$ cat config.mk
export PLATFORM = sky130hd
export DESIGN_NAME = alu_share_arbiter
export DESIGN_NICKNAME = d
export VERILOG_FILES = /design/src/rtl/drac_pkg.sv /design/src/rtl/rr_arbiter.sv /design/src/rtl/alu_share_arbiter.sv
export SDC_FILE = /design/constraint.sdc
export NUM_CORES = 1
export LEC_CHECK = 0
export ABC_AREA = 0
export CORE_AREA = 2 2 220 222
export CTS_CLUSTER_DIAMETER = 100
export CTS_CLUSTER_SIZE = 24
export DETAILED_ROUTE_END_ITERATION = 6
export DIE_AREA = 0 0 222 224
export GPL_TIMING_DRIVEN = 0
export PLACE_DENSITY = 0.49
export SLEW_MARGIN = 25
export SYNTH_ARGS = -nofsm -noshare
export SYNTH_HDL_FRONTEND = slang
export SYNTH_HIERARCHICAL = 1
export SYNTH_SLANG_ARGS = --single-unit
$ cat constraint.sdc
create_clock -name clk_i -period 4 [get_ports clk_i]
set_input_delay 0.8 -clock clk_i [delete_from_list [all_inputs] [get_ports clk_i]]
set_output_delay 0.8 -clock clk_i [all_outputs]
set_load 0.05 [all_outputs]
$ cat src/rtl/drac_pkg.sv
// Shared constants and types for the scalar ALU sharing arbiter.
// Optional build macro used by alu_share_arbiter: ALU_ARB_FIXED_PRIO_EN.
package drac_pkg;

    // Largest requester count the arbiter is sized and verified for.
    localparam int ALU_ARB_MAX_REQ = 4;

    // Default datapath widths of the integer pipeline.
    localparam int ALU_ARB_XLEN  = 64;
    localparam int ALU_ARB_OP_W  = 7;
    localparam int ALU_ARB_TAG_W = 6;

    // One requester's bundle, kept for a later move to struct-typed ports.
    typedef struct packed {
        logic [ALU_ARB_OP_W-1:0]  op;
        logic [ALU_ARB_XLEN-1:0]  rs1;
        logic [ALU_ARB_XLEN-1:0]  rs2;
        logic [ALU_ARB_TAG_W-1:0] tag;
    } alu_arb_req_t;

    // Index width for an n-way selector, never narrower than one bit.
    function automatic int alu_arb_idx_w(input int n);
        return (n > 1) ? $clog2(n) : 1;
    endfunction

endpackage

$ cat src/rtl/rr_arbiter.sv
// Rotating-priority arbiter: the first valid input at or after ptr_i
// (modulo N) wins. Purely combinational so the writeback arbiter can reuse
// it; a pointer tied to zero turns it into a fixed lowest-index priority.
module rr_arbiter
    import drac_pkg::*;
#(
    parameter int N  = 2,
    parameter int IW = alu_arb_idx_w(N)
) (
    input  logic [N-1:0]  valid_i,
    input  logic [IW-1:0] ptr_i,
    output logic [N-1:0]  grant_o,
    output logic [IW-1:0] idx_o,
    output logic          any_o
);

    // Scan N positions starting at the pointer and keep the first valid one.
    always_comb begin
        logic [IW-1:0] k;
        logic          found;
        grant_o = '0;
        idx_o   = '0;
        found   = 1'b0;
        k       = '0;
        for (int i = 0; i < N; i++) begin
            k = IW'((int'(ptr_i) + i) % N);
            if (!found && valid_i[k]) begin
                found      = 1'b1;
                grant_o[k] = 1'b1;
                idx_o      = k;
            end
        end
        any_o = found;
    end

endmodule

$ cat src/rtl/alu_share_arbiter.sv
// Shares one combinational scalar ALU between NUM_REQ issue requesters.
// A requester wins arbitration, its operands drive the ALU, and the result
// is captured with tag and source index in one output register that
// supports valid/ready backpressure toward writeback.
// Build macro ALU_ARB_FIXED_PRIO_EN: lowest index always wins and the
// rotating pointer register is removed; otherwise round-robin.
module alu_share_arbiter
    import drac_pkg::*;
#(
    parameter int NUM_REQ = 2,
    parameter int XLEN    = 64,
    parameter int OP_W    = 7,
    parameter int TAG_W   = 6
) (
    input  logic                       clk_i,
    input  logic                       rst_i,
    input  logic                       flush_i,
    input  logic [NUM_REQ-1:0]         req_valid_i,
    input  logic [NUM_REQ*OP_W-1:0]    req_op_i,
    input  logic [NUM_REQ*XLEN-1:0]    req_rs1_i,
    input  logic [NUM_REQ*XLEN-1:0]    req_rs2_i,
    input  logic [NUM_REQ*TAG_W-1:0]   req_tag_i,
    output logic [NUM_REQ-1:0]         req_ready_o,
    output logic [OP_W-1:0]            alu_op_o,
    output logic [XLEN-1:0]            alu_rs1_o,
    output logic [XLEN-1:0]            alu_rs2_o,
    input  logic [XLEN-1:0]            alu_result_i,
    output logic                       out_valid_o,
    output logic [XLEN-1:0]            out_result_o,
    output logic [TAG_W-1:0]           out_tag_o,
    output logic [$clog2(NUM_REQ)-1:0] out_src_o,
    input  logic                       out_ready_i
);

    localparam int IW = $clog2(NUM_REQ);

    logic [NUM_REQ-1:0] grant;
    logic [IW-1:0]      win_idx;
    logic [IW-1:0]      sel_idx;
    logic [IW-1:0]      ptr;
    logic               any_win;
    logic               can_accept;
    logic               grant_en;
    logic               hs;

    logic               out_valid_q,  out_valid_d;
    logic [XLEN-1:0]    out_result_q, out_result_d;
    logic [TAG_W-1:0]   out_tag_q,    out_tag_d;
    logic [IW-1:0]      out_src_q,    out_src_d;

`ifdef ALU_ARB_FIXED_PRIO_EN
    // Pointer pinned at zero: the arbiter degenerates to lowest-index-wins.
    assign ptr = '0;
`else
    logic [IW-1:0] ptr_q, ptr_d;

    // Advance past the winner on each accepted op so it becomes lowest priority.
    always_comb begin
        ptr_d = ptr_q;
        if (hs) begin
            ptr_d = (win_idx == IW'(NUM_REQ - 1)) ? '0 : win_idx + IW'(1);
        end
    end

    // Round-robin pointer state.
    always_ff @(posedge clk_i or posedge rst_i) begin
        if (rst_i) ptr_q <= '0;
        else       ptr_q <= ptr_d;
    end

    assign ptr = ptr_q;
`endif

    rr_arbiter #(
        .N  (NUM_REQ),
        .IW (IW)
    ) u_rr_arbiter (
        .valid_i (req_valid_i),
        .ptr_i   (ptr),
        .grant_o (grant),
        .idx_o   (win_idx),
        .any_o   (any_win)
    );

    // A grant is only offered when the output slot is free or draining this
    // cycle, and never during flush or reset.
    assign can_accept  = !out_valid_q || out_ready_i;
    assign grant_en    = can_accept && !flush_i && !rst_i;
    assign hs          = grant_en && any_win;
    assign req_ready_o = grant_en ? grant : '0;

    // ALU operands follow the arbitration winner; requester 0 when idle.
    assign sel_idx   = any_win ? win_idx : '0;
    assign alu_op_o  = req_op_i [int'(sel_idx)*OP_W +: OP_W];
    assign alu_rs1_o = req_rs1_i[int'(sel_idx)*XLEN +: XLEN];
    assign alu_rs2_o = req_rs2_i[int'(sel_idx)*XLEN +: XLEN];

    // Output register next state: flush kills, handshake loads, drain clears.
    always_comb begin
        out_valid_d  = out_valid_q;
        out_result_d = out_result_q;
        out_tag_d    = out_tag_q;
        out_src_d    = out_src_q;
        if (flush_i) begin
            out_valid_d = 1'b0;
        end else if (hs) begin
            out_valid_d  = 1'b1;
            out_result_d = alu_result_i;
            out_tag_d    = req_tag_i[int'(win_idx)*TAG_W +: TAG_W];
            out_src_d    = win_idx;
        end else if (out_ready_i) begin
            out_valid_d = 1'b0;
        end
    end

    // Output pipeline register toward writeback.
    always_ff @(posedge clk_i or posedge rst_i) begin
        if (rst_i) begin
            out_valid_q  <= 1'b0;
            out_result_q <= '0;
            out_tag_q    <= '0;
            out_src_q    <= '0;
        end else begin
            out_valid_q  <= out_valid_d;
            out_result_q <= out_result_d;
            out_tag_q    <= out_tag_d;
            out_src_q    <= out_src_d;
        end
    end

    assign out_valid_o  = out_valid_q;
    assign out_result_o = out_result_q;
    assign out_tag_o    = out_tag_q;
    assign out_src_o    = out_src_q;

endmodule

-- Word level (Yosys, flattened, before mapping)
Cells that the tools add are included.
- flip-flop bits (word level): 73
- bits of input ports: 352
- output and inout port bits: 209
- logic and storage cells: 52
- $add $sub $neg: 2
- multipliers: 2
- magnitude comparators: 4
- shifts and indexed selects: 4
- muxes and demuxes: 20
- bitwise operators: 2
- reduce and logical (&&, ||, !) cells: 13
- operators with widths (cell ; number):
    $shiftx 128x8->64 ; 2
    $mux 1 ; 15
    $shiftx 14x5->7 ; 1
    $shiftx 12x5->6 ; 1
    $logic_and 1x1->1 ; 6
    $mux 2 ; 3
    $logic_not 1->1 ; 4
    $lt 1x2->1 const B ; 2
    $mul 1x3->4 const B ; 1
    $mul 1x2->3 const B ; 1
    $reduce_bool 3->1 ; 1
    $add 1x1->1 const B ; 2
    $demux 1 s1 ; 2
    $ge 1x1->1 const B ; 2
    $or 2x2->2 ; 1
    $reduce_and 2->1 ; 1
    $logic_or 1x1->1 ; 1
    $not 1->1 ; 1

-- Depth between registers and ports, before layout
- word-level depth: 9
- gate-level depth with buffers: 7
- gate-level depth less buffers: 4

-- By module
Netlist, hierarchy kept.
- by module, submodules not included (module ; instances ; cells an instance ; area each (sq um) ; seq. area each (sq um)):
    alu_share_arbiter ; 1 ; 317 ; 4672.0 ; 1826.8
    rr_arbiter ; 1 ; 5 ; 32.5 ; 0.0

-- Worst setup path before layout
No wires, ideal clock.
- path kind: input to output
- from: input req_valid_i[1]
- to: output alu_rs1_o[45]
- data arrival time: 1.905 ns
- required time: 3.200 ns
- path slack: 1.295 ns
- stages: 5
- path buffers: 2
- path through: or2_1 > nand2_4 > buf_6 > buf_6 > mux2_4
- longest elaborated chain between the ends: 8
- elaborated cells on any way between the ends: 12
- classes of those cells: shift: 1; mux: 9; reduce/logical: 2
- ends and longest elaborated chain (item ; line ; source):
    start: declaration ; alu_share_arbiter.sv:18 ; input logic [NUM_REQ-1:0] req_valid_i,
    $mux 1 (implied by the code) (2 in series) ; rr_arbiter.sv:27 ; if (!found && valid_i[k]) begin
    $mux 1 ; rr_arbiter.sv:27 ;
    $logic_not 1->1 ; rr_arbiter.sv:27 ;
    $logic_and 1x1->1 ; rr_arbiter.sv:27 ;
    $mux 1 ; rr_arbiter.sv:27 ;
    $mux 1 (*) ; alu_share_arbiter.sv:93 ; assign sel_idx = any_win ? win_idx : '0;
    $shiftx 128x8->64 (*) ; alu_share_arbiter.sv:95 ; assign alu_rs1_o = req_rs1_i[int'(sel_idx)*XLEN +: XLEN];
    end: declaration ; alu_share_arbiter.sv:25 ; output logic [XLEN-1:0] alu_rs1_o,
Mark *: on every way between the ends. The rest lies on a longest branch, timed or not. The select of a mux whose other input is x is not followed.

-- Worst setup path in the final report
- from: input req_valid_i[1]
- to: output alu_rs1_o[23]
- longest elaborated chain between the ends: 8
- elaborated cells on any way between the ends: 12
- classes of those cells: shift: 1; mux: 9; reduce/logical: 2
- ends and longest elaborated chain (item ; line ; source):
    $mux 1 (implied by the code) (2 in series) ; rr_arbiter.sv:27 ;
    $mux 1 ; rr_arbiter.sv:27 ;
    $logic_not 1->1 ; rr_arbiter.sv:27 ;
    $logic_and 1x1->1 ; rr_arbiter.sv:27 ;
    $mux 1 (*) ; rr_arbiter.sv:27 ;
    named net any_win ; alu_share_arbiter.sv:41 ; logic any_win;
    $mux 1 (*) ; alu_share_arbiter.sv:93 ;
    $shiftx 128x8->64 (*) ; alu_share_arbiter.sv:95 ;
The timed path passes the listed nets; every way through them passes the cells marked *. The select of a mux whose other input is x is not followed.

==> impl_metrics.py <==
metrics = {
    "outcome": {
        "outcome": "finished, final reports clean",
    },
    "final_layout": {
        "drive_above_1_share_pct": 34.0,
        "final_util_pct": 23.4,
        "fin_nets": 1248,
        "mostFrequentLayoutCells": "425 x clkdlybuf4s50_1, 156 x mux2_2, 73 x dfrtp_1, 73 x dlygate4sd2_1, 53 x clkbuf_2",
        "area_delta_synth_final_pct": 135,
        "fillers": 5188,
        "instances_no_fill": 1527,
        "layout_commonest_cell": "clkdlybuf4s50_1",
    },
    "sta": {
        "skew_ns": 0.00708,
        "hold_ws_ns": 0.496,
        "fin_crit_sh_pct": 94.7,
        "rsz0062_at_grt": "no",
        "post-route-min-period_ns": 3.79,
        "fmax_mhz": 264,
        "slew_violations": 0,
        "hold_viol_final": 0,
        "slew_headroom_pct": 50.5,
        "setup-violations-final": 0,
        "worst_pin_slew_ns": 0.740,
        "setup_ws_ns": 0.211,
    },
    "clocking": {
        "cts_buffers": 9,
        "clk_pin_slew_ns": 0.06,
        "clk_latency_ns": 0.35,
        "cts.sinks": 73,
        "clock_path_buffers": 2,
        "cts_hold_buf": 0,
        "tritoncts": "built",
        "htreeDepth": 3,
        "cts-root-buf": "clkbuf_16",
    },
    "logic_synthesis": {
        "avgSynthCellArea_um2": 14.6,
        "synth_warnings": 6,
        "netlist_area_um2": 4700,
        "synth_cell_type_count": 17,
        "yosysSeqAreaShare_pct": 38.8,
        "netlist_instances": 322,
        "synth-seq-cells": 73,
        "syn_nets": 674,
    },
    "power": {
        "power.density_nw_per_um2": 380,
        "leakage_nw": 4.60,
        "ir_drop_uv": 309,
    },
    "detailed_routing": {
        "avgRoutedWirePerCell_um": 22.1,
        "drc": 0,
        "vias": 5165,
        "vias_per_cell": 3.38,
        "drt_iter0_markers": 108,
        "drt_first_pass_iters": 4,
        "ant_nets": 0,
        "drt_wl_total_um": 33800,
    },
    "run": {
        "cap_violations": 0,
    },
    "global_routing": {
        "groute.usage.overall_pct": 12.9,
        "grt_max_degree": 47,
        "grt_pass1_wl_um": 44400,
        "grt_pass1_vias": 5540,
        "grt-ovfl-total": 0,
        "antenna_found_initial": 24,
    },
    "placement": {
        "io_buffers": 560,
        "place_congestion": 0.827,
        "place_ws_ns": -0.295,
        "dp_hpwl_um": 30100,
        "post-place-cells": 1498,
    },
    "critical_path": {
        "arrival_ns": 2.99,
        "worst-setup-path-type": "in2out",
        "cp_max_fo": 10,
        "cp-end-kind": "output port",
        "worstSetupStartpointType": "input port",
        "worstPathRequired_ns": 3.20,
    },
    "worst_hold_path": {
        "hp-class": "reg2reg",
    },
    "floorplanning": {
        "coreArea_um2": 47300,
        "ios": 561,
        "die-area_um2": 49700,
        "row_count": 80,
        "initial_core_util_pct": 9.94,
        "die_w_um": 222,
        "die_height_um": 224,
    },
}
==> metrics by stage <==
step           instance area [um^2]  total power, mW  TNS, ns
6_report                      11100             4.20        0
5_1_grt                       11100             4.40        0
4_1_cts                       11200             4.29        0
3_5_place_dp                  11100             3.57   -17.54
3_3_place_gp                  11100             3.56   -43.84
2_1_floorplan                  4700             2.50        0
==> Yosys cell counts <==
library cell | instances | area [um^2]
nand3_4 | 1 | 17.5
buf_6 | 11 | 124
buf_4 | 3 | 22.5
mux2_2 | 156 | 1760
or2_1 | 1 | 6.26
nand2_4 | 1 | 11.3
and3_1 | 2 | 12.5
inv_1 | 3 | 11.3
buf_2 | 8 | 40.0
nand2b_2 | 1 | 8.76
mux2_4 | 50 | 751
mux2i_1 | 1 | 10.0
mux2_1 | 6 | 67.6
a21boi_0 | 3 | 22.5
dfrtp_1 | 73 | 1830
nor2_4 | 1 | 11.3
o21ai_0 | 1 | 5.00
==> final timing paths <==
kind / to / slack [ns] / from / depth (start not counted)
min reg2reg: out_result_o[3] / 0.50 / out_result_o[3] / 1
max reg2reg: out_tag_o[0] / 2.36 / ptr / 6
min in group asynchronous: out_valid_o / 0.88 / rst_i / 2
max in group asynchronous: out_result_o[13] / 2.51 / rst_i / 3
min: out_result_o[3] / 0.50 / out_result_o[3] / 1
max: alu_rs1_o[23] / 0.21 / req_valid_i[1] / 6
==> report_power, final <==
group          total, mW  switching (mW)  internal [mW]
Combinational       2.46            1.48          0.983
Clock              0.775           0.352          0.423
Sequential         0.970          0.0799          0.890
==> layer usage <==
layer / track usage, % / up-vias / share of wire, %
li1: - / 2336 / -
met1: 12.8 / 2451 / 35
met2: 23.8 / 327 / 53
met3: 5.12 / 49 / 9.2
met4: 5.86 / 2 / 3.2
met5: 0 / - / 0.039
==> critical path, stage by stage <==
cell	delay, ns
clkdlybuf4s50_1	0.44
or2_1	0.31
nand2_4	0.20
buf_2	0.36
mux2_2	0.37
clkdlybuf4s15_1	0.48
==> sequential cells by signal (all words and copies together) (netlist names) <==
signal and cells:
out_result_o 64, out_tag_o 6, out_src_o 1, out_valid_o 1, ptr 1
==> timing repair <==
action	CTS	global route
gates resized for setup	139	113
setup endpoints to repair	135	74
setup buffers	0	2
==> layout make-up <==
| type | instances | area [um^2] | share of cell area, % |
|---|---|---|---|
| plain buffers | 22 | 186 | 1.68 |
| inverters | 3 | 13.8 | 0.124 |
| multi-input cells | 224 | 2680 | 24.2 |
| repair buffers | 563 | 5290 | 47.8 |
| clock buffers | 10 | 229 | 2.07 |
| flip-flops and latches | 73 | 1830 | 16.5 |
| clock inverters | 6 | 43.8 | 0.396 |
| diodes | 11 | 27.5 | 0.249 |
| well taps | 615 | 769 | 6.95 |
==> logic make-up after synthesis <==
group                  after synthesis  synth area share (%)
flip-flops                          73                  38.8
AO/OA/AOI/OAI                        4                 0.585
multiplexers                       213                  54.9
AND/OR/NAND/NOR                      7                  1.44
buffers and inverters               25                  4.20
Note: power is estimated with default switching activity, not from simulation.
